$ cat src/rtl/cpu_run_ctrl_if.sv
// Signal bundle between the run-control sequencer and its environment:
// divided clocks, run/halt/step requests, breakpoint compare and CPU strobe.
interface cpu_run_ctrl_if #(
    parameter int unsigned CNT_W = 16
);
    logic             OCLK_IN;
    logic             CLK1_IN;
    logic             CLK2_IN;
    logic [1:0]       SPEED;
    logic             RUN_REQ;
    logic             HALT_REQ;
    logic             STEP_BTN;
    logic             HALT_IN;
    logic             BP_EN;
    logic [31:0]      BP_ADDR;
    logic [31:0]      PC;
    logic             CPU_EN;
    logic [1:0]       STATE;
    logic             RUNNING;
    logic [CNT_W-1:0] CYCLES;

    modport master (
        output OCLK_IN, CLK1_IN, CLK2_IN, SPEED, RUN_REQ, HALT_REQ, STEP_BTN,
        output HALT_IN, BP_EN, BP_ADDR, PC,
        input  CPU_EN, STATE, RUNNING, CYCLES
    );

    modport slave (
        input  OCLK_IN, CLK1_IN, CLK2_IN, SPEED, RUN_REQ, HALT_REQ, STEP_BTN,
        input  HALT_IN, BP_EN, BP_ADDR, PC,
        output CPU_EN, STATE, RUNNING, CYCLES
    );
endinterface

$ cat src/rtl/cpu_run_ctrl.sv
// Run-control sequencer: turns a selected divided clock into one-CLK CPU_EN strobes,
// gated by run/halt/step requests, a debounced step button, CPU halt and a PC breakpoint.
module cpu_run_ctrl #(
    parameter int unsigned DEB_SAMPLES = 3,
    parameter int unsigned CNT_W       = 16
) (
    input logic           CLK,
    input logic           nRST,
    cpu_run_ctrl_if.slave bus
);

    typedef enum logic [1:0] {
        StIdle   = 2'b00,
        StRun    = 2'b01,
        StStep   = 2'b10,
        StHalted = 2'b11
    } state_e;

    localparam logic [3:0] DebTarget = 4'(DEB_SAMPLES);

    state_e           state_q, state_d;
    logic             cpu_en_q, cpu_en_d;
    logic             skip_q, skip_d;
    logic [CNT_W-1:0] cycles_q, cycles_d;

    logic       src_sel;
    logic       src_s1_q, src_s2_q;
    logic [1:0] speed_q;
    logic       tick;

    logic       c1_s1_q, c1_s2_q;
    logic [3:0] deb_cnt_q, deb_cnt_d;
    logic       btn_stable_q, btn_stable_d;
    logic       btn_prev_q;
    logic       press;
    logic       hit;

    always_comb begin
        src_sel = 1'b0;
        case (bus.SPEED)
            2'b00:   src_sel = bus.OCLK_IN;
            2'b01:   src_sel = bus.CLK1_IN;
            2'b10:   src_sel = bus.CLK2_IN;
            default: src_sel = 1'b0;
        endcase
    end

    // A SPEED change suppresses the tick for that cycle so the new source's history can settle.
    assign tick = (bus.SPEED == speed_q) &
                  ((bus.SPEED == 2'b11) | (src_s1_q & ~src_s2_q));

    always_comb begin
        deb_cnt_d    = deb_cnt_q;
        btn_stable_d = btn_stable_q;
        if (c1_s1_q & ~c1_s2_q) begin
            if (bus.STEP_BTN != btn_stable_q) begin
                if (deb_cnt_q + 4'd1 == DebTarget) begin
                    btn_stable_d = bus.STEP_BTN;
                    deb_cnt_d    = 4'd0;
                end else begin
                    deb_cnt_d = deb_cnt_q + 4'd1;
                end
            end else begin
                deb_cnt_d = 4'd0;
            end
        end
    end

    assign press = btn_stable_q & ~btn_prev_q;

    // skip masks the breakpoint until the first strobe after entering RUN or STEP.
    assign hit = bus.BP_EN & (bus.PC == bus.BP_ADDR) & ~skip_q;

    always_comb begin
        state_d  = state_q;
        cpu_en_d = 1'b0;
        skip_d   = skip_q;
        if (bus.HALT_REQ) begin
            state_d = StIdle;
        end else begin
            case (state_q)
                StIdle: begin
                    if (bus.RUN_REQ) begin
                        state_d = StRun;
                        skip_d  = 1'b1;
                    end else if (press) begin
                        state_d = StStep;
                        skip_d  = 1'b1;
                    end
                end
                StRun, StStep: begin
                    if (bus.HALT_IN || (tick && hit)) begin
                        state_d = StHalted;
                    end else if (tick) begin
                        cpu_en_d = 1'b1;
                        skip_d   = 1'b0;
                        if (state_q == StStep) begin
                            state_d = StIdle;
                        end
                    end
                end
                StHalted: begin
                    state_d = StHalted;
                end
                default: state_d = StIdle;
            endcase
        end
    end

    assign cycles_d = cpu_en_d ? cycles_q + CNT_W'(1) : cycles_q;

    always_ff @(posedge CLK or negedge nRST) begin
        if (!nRST) begin
            state_q      <= StIdle;
            cpu_en_q     <= 1'b0;
            skip_q       <= 1'b0;
            cycles_q     <= '0;
            src_s1_q     <= 1'b0;
            src_s2_q     <= 1'b0;
            speed_q      <= 2'b00;
            c1_s1_q      <= 1'b0;
            c1_s2_q      <= 1'b0;
            deb_cnt_q    <= 4'd0;
            btn_stable_q <= 1'b0;
            btn_prev_q   <= 1'b0;
        end else begin
            state_q      <= state_d;
            cpu_en_q     <= cpu_en_d;
            skip_q       <= skip_d;
            cycles_q     <= cycles_d;
            src_s1_q     <= src_sel;
            src_s2_q     <= src_s1_q;
            speed_q      <= bus.SPEED;
            c1_s1_q      <= bus.CLK1_IN;
            c1_s2_q      <= c1_s1_q;
            deb_cnt_q    <= deb_cnt_d;
            btn_stable_q <= btn_stable_d;
            btn_prev_q   <= btn_stable_q;
        end
    end

    assign bus.CPU_EN  = cpu_en_q;
    assign bus.STATE   = state_q;
    assign bus.RUNNING = (state_q == StRun);
    assign bus.CYCLES  = cycles_q;

endmodule

$ cat src/flat_wrapper.sv
// flat-port wrapper written by rule: the top's interface ports become plain ports
module cpu_run_ctrl_flat 
#(
    parameter int unsigned DEB_SAMPLES = 3,
    parameter int unsigned CNT_W       = 16
)
  (CLK, nRST, bus_OCLK_IN, bus_CLK1_IN, bus_CLK2_IN, bus_SPEED, bus_RUN_REQ, bus_HALT_REQ, bus_STEP_BTN, bus_HALT_IN, bus_BP_EN, bus_BP_ADDR, bus_PC, bus_CPU_EN, bus_STATE, bus_RUNNING, bus_CYCLES);
  cpu_run_ctrl_if #(.CNT_W(CNT_W)) bus_i ();
  input logic CLK;
  input logic nRST;
  input wire logic [$bits(bus_i.OCLK_IN)-1:0] bus_OCLK_IN;
  input wire logic [$bits(bus_i.CLK1_IN)-1:0] bus_CLK1_IN;
  input wire logic [$bits(bus_i.CLK2_IN)-1:0] bus_CLK2_IN;
  input wire logic [$bits(bus_i.SPEED)-1:0] bus_SPEED;
  input wire logic [$bits(bus_i.RUN_REQ)-1:0] bus_RUN_REQ;
  input wire logic [$bits(bus_i.HALT_REQ)-1:0] bus_HALT_REQ;
  input wire logic [$bits(bus_i.STEP_BTN)-1:0] bus_STEP_BTN;
  input wire logic [$bits(bus_i.HALT_IN)-1:0] bus_HALT_IN;
  input wire logic [$bits(bus_i.BP_EN)-1:0] bus_BP_EN;
  input wire logic [$bits(bus_i.BP_ADDR)-1:0] bus_BP_ADDR;
  input wire logic [$bits(bus_i.PC)-1:0] bus_PC;
  output wire logic [$bits(bus_i.CPU_EN)-1:0] bus_CPU_EN;
  output wire logic [$bits(bus_i.STATE)-1:0] bus_STATE;
  output wire logic [$bits(bus_i.RUNNING)-1:0] bus_RUNNING;
  output wire logic [$bits(bus_i.CYCLES)-1:0] bus_CYCLES;
  assign bus_i.OCLK_IN = bus_OCLK_IN;
  assign bus_i.CLK1_IN = bus_CLK1_IN;
  assign bus_i.CLK2_IN = bus_CLK2_IN;
  assign bus_i.SPEED = bus_SPEED;
  assign bus_i.RUN_REQ = bus_RUN_REQ;
  assign bus_i.HALT_REQ = bus_HALT_REQ;
  assign bus_i.STEP_BTN = bus_STEP_BTN;
  assign bus_i.HALT_IN = bus_HALT_IN;
  assign bus_i.BP_EN = bus_BP_EN;
  assign bus_i.BP_ADDR = bus_BP_ADDR;
  assign bus_i.PC = bus_PC;
  assign bus_CPU_EN = bus_i.CPU_EN;
  assign bus_STATE = bus_i.STATE;
  assign bus_RUNNING = bus_i.RUNNING;
  assign bus_CYCLES = bus_i.CYCLES;
  cpu_run_ctrl #(.DEB_SAMPLES(DEB_SAMPLES), .CNT_W(CNT_W)) u_core (.CLK(CLK), .nRST(nRST), .bus(bus_i));
endmodule
$ cat config.mk
export PLATFORM = sky130hd
export DESIGN_NAME = cpu_run_ctrl_flat
export DESIGN_NICKNAME = d
export VERILOG_FILES = /design/src/rtl/cpu_run_ctrl_if.sv /design/src/rtl/cpu_run_ctrl.sv /design/src/flat_wrapper.sv
export SDC_FILE = /design/constraint.sdc
export NUM_CORES = 1
export LEC_CHECK = 0
export CAP_MARGIN = 15
export CORE_MARGIN = 2
export CORE_UTILIZATION = 45
export CTS_CLUSTER_SIZE = 10
export DETAILED_ROUTE_END_ITERATION = 10
export HOLD_SLACK_MARGIN = 0.1
export PLACE_DENSITY = 0.9
export REMOVE_ABC_BUFFERS = 1
export SETUP_SLACK_MARGIN = 0.2
export SYNTH_ARGS = -nofsm -noshare
export SYNTH_HDL_FRONTEND = slang
export SYNTH_SLANG_ARGS = --single-unit
$ cat constraint.sdc
create_clock -name CLK -period 3.91 [get_ports CLK]
set_input_delay 0.5865 -clock CLK [delete_from_list [all_inputs] [get_ports CLK]]
set_output_delay 0.5865 -clock CLK [all_outputs]
set_load 0.02 [all_outputs]
Word-level counts from Yosys, hierarchy flattened
Index checks and enable logic that the tools add are counted.
{"block": "totals", "reg_bits": 32, "out_inout_bits": 20, "word_cells": 70}
{"block": "op_classes", "add_sub_neg": 2, "n_eq_ne": 16, "mux": 19, "bitwise": 12, "reduce_logical": 9}
{"op": "equality test 32 bit", "n": 1}
{"op": "adder 16 x 1 -> 16 bit, second input constant", "n": 1}
{"op": "2-to-1 mux 2 bit", "n": 6}
{"op": "equality test 2 bit, second input constant", "n": 4}
{"op": "2-to-1 mux 1 bit", "n": 8}
{"op": "2-to-1 mux 4 bit", "n": 2}
{"op": "!= test 4 x 2 -> 1 bit, second input constant", "n": 2}
{"op": "bitwise AND 1 bit", "n": 6}
{"op": "case mux 2 bit (3 select lines)", "n": 1}
{"op": "AND reduction 3 bit", "n": 2}
{"op": "inverter 1 bit", "n": 5}
{"op": "AND reduction 5 bit", "n": 1}
{"op": "adder 4 x 1 -> 4 bit, second input constant", "n": 1}
{"op": "equality test 2 x 1 -> 1 bit, second input constant", "n": 2}
{"op": "equality test 4 x 2 -> 1 bit, second input constant", "n": 1}
{"op": "logical NOT 2 bit", "n": 2}
{"op": "!= test 4 x 3 -> 1 bit, second input constant", "n": 1}
{"op": "!= test 3 x 2 -> 1 bit, second input constant", "n": 1}
{"op": "case mux 1 bit (3 select lines)", "n": 1}
{"op": "equality test 2 bit", "n": 1}
{"op": "!= test 2 x 1 -> 1 bit, second input constant", "n": 1}
{"op": "!= test 2 bit, second input constant", "n": 1}
{"op": "case mux 1 bit (2 select lines)", "n": 1}
{"op": "nonzero test 2 bit", "n": 1}
{"op": "5 further kinds", "n": 5}

Longest topological paths before layout
Gate-level depths: netlist of the first run.
{"block": "logic_depth", "ltp_word": 9, "ltp_mapped": 7}

Least setup slack after synthesis of the first run
OpenSTA, ideal clock, no wires.
{"block": "synth_path", "path_type": "in2reg", "start": "in bus_SPEED[1]", "end": "reg u_core.cycles_q[10], in the netlist u_core.bus.CYCLES[10]", "setup_ns": 0.139, "t_arrival_ns": 2.191, "required_ns": 3.771, "slack_ns": 1.579, "cell_stages": 7, "cell_sequence": "or4b_1 > a21oi_2 > nor2_1 > nor4_4 > buf_4 > nor4b_1 > xor2_1"}
{"block": "synth_via", "elab_chain_len": 8}
{"element": "start, declared", "line": "flat_wrapper.sv:14", "text": "input wire logic [$bits(bus_i.SPEED)-1:0] bus_SPEED;"}
{"element": "equality test 2 bit", "line": "cpu_run_ctrl.sv:50", "text": "((bus.SPEED == 2'b11) | (src_s1_q & ~src_s2_q));"}
{"element": "bitwise OR 1 bit", "line": "cpu_run_ctrl.sv:50"}
{"element": "bitwise AND 1 bit (*)", "line": "cpu_run_ctrl.sv:49", "text": "assign tick = (bus.SPEED == speed_q) &"}
{"element": "logical AND 1 bit", "line": "cpu_run_ctrl.sv:92", "text": "if (bus.HALT_IN || (tick && hit)) begin"}
{"element": "logical OR 1 bit", "line": "cpu_run_ctrl.sv:92"}
{"element": "2-to-1 mux 1 bit (*)", "line": "cpu_run_ctrl.sv:92"}
{"element": "2-to-1 mux 1 bit (*)", "line": "cpu_run_ctrl.sv:81", "text": "case (state_q)"}
{"element": "2-to-1 mux 1 bit (*)", "line": "cpu_run_ctrl.sv:78", "text": "if (bus.HALT_REQ) begin"}
{"element": "end signal, assigned", "line": "cpu_run_ctrl.sv:130", "text": "cycles_q <= cycles_d;"}
{"element": "end, declared", "line": "cpu_run_ctrl.sv:24", "text": "logic [CNT_W-1:0] cycles_q, cycles_d;"}
Every way passes the cells marked *; elsewhere a longest branch is shown, timed or not.
A chain may end at the register's enable or synchronous reset.

Worst setup path in the final report of the first run
{"block": "layout_path", "start": "in bus_SPEED[1]", "end": "reg u_core.cycles_q[1], in the netlist u_core.bus.CYCLES[1]"}
{"block": "layout_via", "elab_chain_len": 8}
{"element": "equality test 2 bit", "line": "cpu_run_ctrl.sv:50"}
{"element": "bitwise OR 1 bit", "line": "cpu_run_ctrl.sv:50"}
{"element": "bitwise AND 1 bit (*)", "line": "cpu_run_ctrl.sv:49"}
{"element": "logical AND 1 bit", "line": "cpu_run_ctrl.sv:92"}
{"element": "logical OR 1 bit", "line": "cpu_run_ctrl.sv:92"}
{"element": "2-to-1 mux 1 bit (*)", "line": "cpu_run_ctrl.sv:92"}
{"element": "2-to-1 mux 1 bit (*)", "line": "cpu_run_ctrl.sv:81"}
{"element": "2-to-1 mux 1 bit (*)", "line": "cpu_run_ctrl.sv:78"}
{"element": "net u_core.cpu_en_d", "line": "cpu_run_ctrl.sv:22", "text": "logic cpu_en_q, cpu_en_d;"}
The timed path passes the listed nets; every way through them passes the cells marked *.

==> key figures, run 1 <==
Run
  • Max Cap Viol: 0

Clock tree
  • Clock transition at path regs: 0.07 ns
  • Root buffer cell: clkbuf_8
  • CTS tree: done
  • # hold bufs at CTS: 0
  • Sink Count: 32
  • Htree depth: 2
  • CTS Buf Count: 5
  • Post-CTS setup buffers: 0
  • Max clock buf depth: 2
  • CTS resizes: 0
  • Clk Latency, worst-skew pair: 0.29 ns

Synthesis
  • Netlist cell types: 46
  • Post-Syn Instances: 213
  • Post-synthesis async set-or-reset flop share: 1.00
  • Predominant post-synthesis flop cell: dfrtp_1
  • Largest family of logic cells by synthesized area: simple AND/OR/NAND/NOR gates
  • Synth Area in Adders: 0.0475
  • Simple-Gate Fraction of Synth Area: 0.242
  • Synth Area in XOR/XNOR: 0.208
  • Mapped cell area: 0.00211 mm²
  • Mean Syn Cell Area: 9.90 µm²
  • Register area share after synthesis: 0.380
  • Post-synthesis compound-gate area fraction: 0.0861
  • Seq cells post-synth: 32
  • Number of flops mapped to enable cells by yosys: 0
  • Mux cell area share after synthesis: 0.0154
  • Warning count from the yosys run: 0

Route
  • Drt via density: 5.45
  • # DRC: 0
  • Iter 0 DRT Violations: 74
  • Wire per inst: 15.4 µm
  • Vias post-DR: 2001
  • Routed Antenna Nets: 0
  • Total wire length: 5.64 mm
  • Pre-antenna DRT Iters: 4

Global route
  • Vias in the first global route: 1919
  • Total gr overflow: 0
  • Tot GR Track Use: 0.221
  • First-pass GRT wire length: 8.96 mm
  • Pin count of the biggest net entering global routing: 33
  • Initial antenna violation count: 0

Setup path
  • WS Path Type: primary input to register
  • Critical Path End Type: register
  • Worst Path Max Fanout: 16
  • Data required time of the worst path: 4.08 ns
  • Arrival time worst endpoint: 2.91 ns
  • Startpoint Class: primary input

Timing
  • Slew headroom: 0.648
  • Unrepaired setup endpoints after global routing: no
  • Fin crit period: 2.73 ns
  • Tcrit/Tclk final: 0.698
  • Final hold vios: 0
  • Clock skew: 0.00922 ns
  • Slew @ Worst Pin: 0.526 ns
  • Max Transition Viols Final: 0
  • Max Fclk: 0.366 GHz
  • Final Setup Violations: 0
  • Setup ws final: 1.18 ns
  • Setup_tns: 0 ns

Outcome
  • Status: finished, final reports clean

Floorplanning
  • Number of I/O pins: 96
  • Core area: 0.00444 mm²
  • Horiz. Die Dim: 72.4 µm
  • Die area: 0.00525 mm²
  • Initial core utilization: 0.474
  • Rows: 24
  • Die Ht: 72.4 µm

Power and ir drop
  • Pwr/cell area: 385 mW/mm²
  • Max VDD drop: 0.000322 V
  • Static Leak: 1.40 nW

Placement
  • GP Congestion: 0.865
  • Pre-CTS setup slack: 0.849 ns
  • Buffers added on ports: 95
  • Detailed-placement wirelength estimate: 4.55 mm

Layout
  • Fin nets: 398
  • # fillers: 313
  • Synth-to-Final Area Change: 53.8%
  • Share of layout cells above drive strength 1: 0.0635
  • Antenna diode count: 0

Hold path
  • Worst hold path class: register to register
==> worst paths after layout <==
kind                                          start                   end  slack [ns]  depth (start not counted)
worst max-delay path                   bus_SPEED[1]  u_core.bus.CYCLES[1]        1.18                          8
worst min-delay path                 u_core.c1_s1_q        u_core.c1_s2_q        0.40                          0
worst max register to register  u_core.bus.STATE[1]  u_core.bus.CYCLES[1]        1.50                          6
worst min register to register       u_core.c1_s1_q        u_core.c1_s2_q        0.40                          0
max in group asynchronous                      nRST   u_core.bus.STATE[1]        2.93                          2
min in group asynchronous                      nRST  u_core.bus.CYCLES[8]        0.69                          2
==> where the power goes <==
part	switching, mW	leakage (nW)	total [mW]	internal (mW)
Clock	0.123	0.0645	0.348	0.225
Sequential	0.0508	0.414	0.431	0.380
Combinational	0.231	0.922	0.470	0.239
Total	0.405	1.40	1.25	0.843
==> layer usage <==
metal	routed length (µm)	GRT usage	up-vias
met5	0	0	-
met3	541	0.0625	5
met1	2330	0.270	932
met4	44	0.0658	0
li1	-	-	971
met2	2730	0.379	93
==> final cells by class <==
| cell class | instances | area (µm²) | area share |
|---|---|---|---|
| Clock buffer | 7 | 96.3 | 0.0297 |
| Clock inverter | 1 | 30.0 | 0.00926 |
| Inverter | 6 | 22.5 | 0.00694 |
| Multi-Input combinational cell | 172 | 1260 | 0.389 |
| Sequential cell | 32 | 801 | 0.247 |
| Tap cell | 52 | 65.1 | 0.0201 |
| Timing Repair Buffer | 97 | 966 | 0.298 |
==> layout by cell type (no fill, tap or decap), types with 2 or more instances in the layout <==
master / synthesis / layout
nand4_1: 4 / 4
xnor2_1: 3 / 3
dfrtp_1: 32 / 32
a21oi_1: 3 / 3
nand2b_1: 5 / 5
o21ai_0: 6 / 6
nor3_1: 7 / 7
o31ai_1: 2 / 2
a21o_1: 2 / 2
nor2b_1: 3 / 3
nor4_1: 17 / 17
clkbuf_8: 0 / 7
and3_1: 3 / 3
nor4b_1: 2 / 2
or2_2: 2 / 2
a31oi_1: 2 / 2
inv_1: 6 / 6
nor2_1: 6 / 6
clkdlybuf4s50_1: 0 / 95
ha_1: 8 / 8
nand3_1: 8 / 8
xor2_1: 47 / 47
nor4_2: 2 / 2
buf_4: 1 / 2
a211oi_1: 3 / 3
nand2_1: 14 / 14
nor3b_1: 4 / 4
==> Yosys cell counts, types with 4 or more instances <==
master / count / share of area
nand2_1: 14 / 0.025
nand3_1: 8 / 0.019
o21ai_0: 6 / 0.014
nor4_1: 17 / 0.050
nand2b_1: 5 / 0.015
ha_1: 8 / 0.047
nor2_1: 6 / 0.011
nand4_1: 4 / 0.012
nor3_1: 7 / 0.017
nor3b_1: 4 / 0.014
dfrtp_1: 32 / 0.38
xor2_1: 47 / 0.20
inv_1: 6 / 0.011
==> stage by stage <==
stage	cell area [µm²]	hold slack [ns]	util	std cells	power (mW)
final	3240	0.399	0.730	367	1.25
after global routing	3240	0.418	0.730	367	1.33
after CTS	3240	0.399	0.730	367	1.26
after detailed placement	3120	0.387	0.701	359	0.904
after global placement	3120	0.379	0.701	359	0.886
after floorplan	2090	0.291	-	210	0.696
==> registers in the layout, summed over array words and instances (netlist names), 2 cells and up <==
register	count
u_core.bus.CYCLES	16
u_core.bus.STATE	2
u_core.deb_cnt_q	4
u_core.speed_q	2
==> cells by family (layout without fill, tap and decap cells) <==
logic type | count (synthesis) | count (layout)
simple gates | 85 | 85
xor+xnor | 50 | 50
flops | 32 | 32
compound gates | 26 | 26
buf+inv | 9 | 111
fa+ha+maj | 8 | 8
mux | 3 | 3
==> worst max-delay path, stage by stage <==
cell and delay, ns:
clkdlybuf4s50_1 0.52, or4b_1 0.58, a21oi_2 0.18, nor2_1 0.10
nor4_4 0.28, buf_4 0.25, nor2_2 0.08, mux2_1 0.32
Power figures use the tool's default switching activity.
==> inputs of run 2 (changes only) <==
Settings changed: CORE_UTILIZATION 45 to 42, PLACE_DENSITY 0.9 to 0.85.
Clock period 3.91 ns to 2.7 ns, I/O delays scaled along.
==> run 2 against run 1 <==
Total power up 39%. First-iteration DRC count up 45%. Cell count up 4.6%. Core utilization down 4.8 points. Count of clock-buffer cells in the layout down 1. Clock skew up 0.0010 ns. Clock power up 25%.
==> key figures, run 2 (same netlist as run 1, synthesis figures left out) <==
Outcome
  • Status: finished, final reports clean

Timing
  • Unrepaired setup endpoints after global routing: yes
  • Clock skew: 0.0102 ns (+0.000997 ns)
  • Slew headroom: 0.704 (+0.0552)
  • Final Setup Violations: 0 (unchanged)
  • Final hold vios: 0 (unchanged)
  • Max Transition Viols Final: 0 (unchanged)
  • Max Fclk: 0.426 GHz
  • Tcrit/Tclk final: 0.869
  • Fin crit period: 2.35 ns
  • Setup_tns: 0 ns (unchanged)
  • Slew @ Worst Pin: 0.440 ns (-0.0863 ns)

Clock tree
  • Root buffer cell: clkbuf_8
  • Sink Count: 32 (unchanged)
  • Max clock buf depth: 2 (unchanged)
  • Post-CTS setup buffers: 0 (unchanged)
  • CTS Buf Count: 5 (unchanged)
  • CTS resizes: 0 (unchanged)
  • CTS tree: done
  • # hold bufs at CTS: 0 (unchanged)
  • Clk Latency, worst-skew pair: 0.29 ns (about the same)
  • Htree depth: 2 (unchanged)
  • Clock transition at path regs: 0.07 ns (about the same)

Route
  • Vias post-DR: 2003 (+0.10%)
  • Iter 0 DRT Violations: 107 (+45%)
  • DR top layer: met4
  • # DRC: 0 (unchanged)
  • Total wire length: 5.27 mm (-6.6%)
  • Wire per inst: 13.7 µm (-11%)
  • Routed Antenna Nets: 0 (unchanged)
  • Drt via density: 5.22 (-4.3%)
  • Met3 WL: 628 µm (+16%)
  • Met2 wire len: 2.44 mm (-10%)
  • Metal1 wirelength: 2.15 mm (-7.6%)
  • Pre-antenna DRT Iters: 5 (+1)

Setup path
  • Critical Path End Type: register
  • WS Path Type: primary input to register
  • Worst Path Max Fanout: 14 (-2)
  • Arrival time worst endpoint: 2.50 ns (-0.41 ns)
  • Data required time of the worst path: 2.85 ns (-1.23 ns)
  • Startpoint Class: primary input

Layout
  • Synth-to-Final Area Change: 54.8%
  • Most common cell after layout, fill and taps aside: clkdlybuf4s50_1
  • Share of layout cells above drive strength 1: 0.0694 (+0.00591)
  • Number of flip-flops in the largest register: 16 (unchanged)
  • Most frequent cells in the layout: clkdlybuf4s50_1, xor2_1, dfrtp_1, nor4_1, nand2_1
  • Fin nets: 400 (+0.50%)
  • Antenna diode count: 0 (unchanged)

Floorplanning
  • Rows: 25 (+4.2%)
  • Die Ht: 74.9 µm (+3.3%)
  • Die area: 0.00560 mm² (+6.7%)
  • Horiz. Die Dim: 74.9 µm (+3.3%)
  • Number of I/O pins: 96 (unchanged)
  • Core area: 0.00479 mm² (+7.7%)
  • Initial core utilization: 0.441 (-0.0339)

Power and ir drop
  • Max VDD drop: 0.000364 V (+13%)
  • Pwr/cell area: 531 mW/mm² (+38%)
  • Total power: 1.73 mW (+39%)
  • Static Leak: 1.40 nW (+0.19%)

Placement
  • Detailed-placement wirelength estimate: 4.29 mm (-5.8%)
  • Buffers added on ports: 95 (unchanged)
  • GP Congestion: 0.921 (+6.5%)

Hold path
  • Worst hold path class: register to register

Global route
  • Total gr overflow: 0 (unchanged)
  • First-pass GRT wire length: 8.34 mm (-6.9%)
  • Vias in the first global route: 1909 (-0.52%)
  • Initial antenna violation count: 0 (unchanged)
  • Tot GR Track Use: 0.192 (-0.0287)
  • Pin count of the biggest net entering global routing: 33 (unchanged)

Run
  • Max Cap Viol: 0 (unchanged)
run 2: through the flow:
stage                     setup slack (ns)  area (µm²)  utilization  hold slack, ns  std cells
after floorplan                      0.320        2090            -           0.109        210
after global placement               0.103        3150        0.658           0.377        376
after detailed placement            0.0518        3150        0.658           0.391        376
after CTS                            0.339        3260        0.681           0.406        384
after global routing                 0.181        3260        0.682           0.420        384
final                                0.353        3260        0.682           0.401        384
run 2: per-layer routing:
metal  vias up  global-route usage
met3         6              0.0562
met5         -                   0
met2        94               0.338
met1       928               0.233
li1        975                   -
met4         0              0.0417
run 2: area by class of cell:
type / count / area (µm²)
inverter: 6 / 22.5
multi-input combinational: 172 / 1270
clock buffer: 6 / 72.6
fill: 378 / 1520
clock inverter: 2 / 35.0
sequential: 32 / 801
timing repair buffer: 99 / 981
tap: 67 / 83.8
run 2: final timing paths:
check	from	endpoint	slack (ns)	cells after the start
setup / recovery	bus_SPEED[1]	u_core.bus.CYCLES[15]	0.35	8
hold / removal	u_core.c1_s1_q	u_core.c1_s2_q	0.40	0
setup reg to reg	u_core.speed_q[1]	u_core.bus.CYCLES[15]	0.50	7
hold reg to reg	u_core.c1_s1_q	u_core.c1_s2_q	0.40	0
max in group asynchronous	nRST	u_core.btn_prev_q	1.91	2
min in group asynchronous	nRST	u_core.bus.CYCLES[7]	0.50	2
run 2: where the power goes:
group / leakage, nW / switching, mW / internal, mW
Clock: 0.0552 / 0.163 / 0.273
Sequential: 0.414 / 0.0749 / 0.550
Combinational: 0.934 / 0.323 / 0.349
Total: 1.40 / 0.561 / 1.17
run 2: critical path: stages:
cell and delay [ns]:
clkdlybuf4s50_1 0.43, or4b_1 0.53, a21oi_2 0.16, nor2_1 0.10, nor4_4 0.36, buf_4 0.27, nor4_1 0.09, xor2_1 0.16
==> inputs of run 3 (changes only) <==
Settings changed: MAX_ROUTING_LAYER from default to met4.
==> run 3 against run 2 <==
Fmax hardly changed. Cell count stayed put. Register-to-register slack hardly changed. Global-route usage is 0.60 points higher. Clock power hardly changed. Wire length is 0.17% higher. Via count is 0.15% lower. Core utilization stayed put. Highest routed layer unchanged.
==> key figures, run 3 (same netlist as run 1, synthesis figures left out) <==
Outcome
  • Status: finished, final reports clean

Setup path
  • Worst Path Max Fanout: 14 (unchanged)
  • Startpoint Class: primary input
  • WS Path Type: primary input to register
  • R2R setup slack: 0.50 ns (about the same)
  • CP cell instances: clkdlybuf4s50_1 > or4b_1 > a21oi_2 > nor2_1 > nor4_4 > buf_4 > nor4_1 > xor2_1
  • Data required time of the worst path: 2.86 ns (about the same)
  • Arrival time worst endpoint: 2.50 ns (about the same)
  • Crit-path max cell delay: 0.53 ns (about the same)
  • Critical Path End Type: register
  • Slowest stage cell, crit path: or4b_1

Route
  • # DRC: 0 (unchanged)
  • Wire per inst: 13.7 µm (+0.17%)
  • Pre-antenna DRT Iters: 5 (unchanged)
  • Routed Antenna Nets: 0 (unchanged)
  • Drt via density: 5.21 (-0.15%)
  • Iter 0 DRT Violations: 103 (-3.7%)
  • Total wire length: 5.28 mm (+0.17%)
  • Vias post-DR: 2000 (-0.15%)

Timing
  • Fin crit period: 2.35 ns (-0.00130 ns)
  • Final hold slack: 0.401 ns (unchanged)
  • Final Setup Violations: 0 (unchanged)
  • Clock skew: 0.0110 ns (+0.000789 ns)
  • Max Transition Viols Final: 0 (unchanged)
  • Slew @ Worst Pin: 0.440 ns (+0.0000625 ns)
  • Final hold vios: 0 (unchanged)
  • Max Fclk: 0.426 GHz (about the same)
  • Tcrit/Tclk final: 0.869 (about the same)
  • Setup ws final: 0.354 ns (+0.00130 ns)
  • Setup_tns: 0 ns (unchanged)
  • Unrepaired setup endpoints after global routing: yes
  • Slew headroom: 0.703 (about the same)

Floorplanning
  • Rows: 25 (unchanged)
  • Number of I/O pins: 96 (unchanged)
  • Die area: 0.00560 mm² (unchanged)
  • Core area: 0.00479 mm² (unchanged)
  • Initial core utilization: 0.441 (unchanged)
  • Horiz. Die Dim: 74.9 µm (unchanged)
  • Die Ht: 74.9 µm (unchanged)

Clock tree
  • CTS resizes: 0 (unchanged)
  • Post-CTS setup buffers: 0 (unchanged)
  • Clk Latency, worst-skew pair: 0.29 ns (about the same)
  • Sink Count: 32 (unchanged)
  • Root buffer cell: clkbuf_8
  • CTS Buf Count: 5 (unchanged)
  • CTS tree: done
  • Max clock buf depth: 2 (unchanged)
  • # hold bufs at CTS: 0 (unchanged)
  • Clock transition at path regs: 0.07 ns (about the same)
  • Htree depth: 2 (unchanged)

Layout
  • Synth-to-Final Area Change: 54.8% (unchanged)
  • Share of layout cells above drive strength 1: 0.0694 (unchanged)
  • Number of flip-flops in the largest register: 16 (unchanged)
  • Antenna diode count: 0 (unchanged)
  • Fin nets: 400 (unchanged)
  • Finished Layout Cells: 384 (unchanged)
  • Most common cell after layout, fill and taps aside: clkdlybuf4s50_1
  • # fillers: 378 (unchanged)
  • Most frequent cells in the layout: clkdlybuf4s50_1, xor2_1, dfrtp_1, nor4_1, nand2_1

Placement
  • Cell Count Post-Placement: 376 (unchanged)
  • Detailed-placement wirelength estimate: 4.29 mm (unchanged)
  • GP Congestion: 0.937 (+1.8%)
  • Pre-CTS setup slack: 0.0518 ns (unchanged)
  • Buffers added on ports: 95 (unchanged)

Global route
  • Tot GR Track Use: 0.198 (+0.00601)
  • Pin count of the biggest net entering global routing: 33 (unchanged)
  • Initial antenna violation count: 0 (unchanged)
  • First-pass GRT wire length: 8.34 mm (unchanged)
  • Total gr overflow: 0 (unchanged)
  • Vias in the first global route: 1909 (unchanged)

Power and ir drop
  • Max VDD drop: 0.000364 V (about the same)
  • Static Leak: 1.40 nW (unchanged)
  • Clock power frac: 0.252 (about the same)
  • Combinational cell fraction of total power: 0.388 (about the same)
  • Pwr/cell area: 531 mW/mm² (about the same)
  • Sw Ratio: 0.324 (+0.000336)
  • Sequential share of power: 0.360 (about the same)
  • P_sw: 562 µW (+0.15%)
  • Internal cell power: 1.17 mW (unchanged)

Run
  • Max Cap Viol: 0 (unchanged)

Hold path
  • Worst hold path class: register to register
[run 3: cell counts in the layout (fill, tap and decap cells not counted)]
No cell type changed its count.
[run 3: metal layers]
| layer | up-vias | track usage | share of wire |
|---|---|---|---|
| met1 | 930 | 0.234 | 0.41 |
| met2 | 88 | 0.338 | 0.46 |
| met3 | 6 | 0.0549 | 0.11 |
| met4 | 0 | 0.0417 | 0.0091 |
| met5 | - | - | 0 |
| li1 | 976 | - | - |
[run 3: worst max-delay path, delay by kind of cell]
| kind | cells | cell delay (ns) |
|---|---|---|
| simple gates | 4 | 1.08 |
| buf+inv | 2 | 0.70 |
| compound gates | 1 | 0.16 |
| xor+xnor | 1 | 0.16 |
[run 3: path summary, 6_finish.rpt]
path	startpoint	cells past startpoint	endpoint
worst max-delay path	bus_SPEED[1]	8	u_core.bus.CYCLES[15]
worst min-delay path	u_core.c1_s1_q	0	u_core.c1_s2_q
worst max register to register	u_core.speed_q[1]	7	u_core.bus.CYCLES[15]
worst min register to register	u_core.c1_s1_q	0	u_core.c1_s2_q
max in group asynchronous	nRST	2	u_core.btn_prev_q
min in group asynchronous	nRST	2	u_core.bus.CYCLES[7]
[run 3: through the flow]
step                      power [mW]  instance area (µm²)   util
after floorplan                 1.01                 2090      -
final                           1.73                 3260  0.682
after global placement          1.29                 3150  0.658
after global routing            1.85                 3260  0.682
after CTS                       1.74                 3260  0.681
after detailed placement        1.30                 3150  0.658
[run 3: power by group through the flow]
stage	clock [mW]	sequential [mW]	combinational, mW
finish	0.437	0.625	0.672
global route	0.469	0.639	0.743
CTS	0.447	0.627	0.670
detailed placement	0	0.636	0.667
global placement	0	0.631	0.654
floorplan	0	0.652	0.356
[run 3: area by class of cell]
class | count | area [µm²] | share of cell area
clock buffer | 6 | 72.6 | 0.0222
timing repair buffer | 99 | 981 | 0.301
tap | 67 | 83.8 | 0.0257
clock inverter | 2 | 35.0 | 0.0107
multi-input combinational | 172 | 1270 | 0.388
sequential | 32 | 801 | 0.245
inverter | 6 | 22.5 | 0.00690
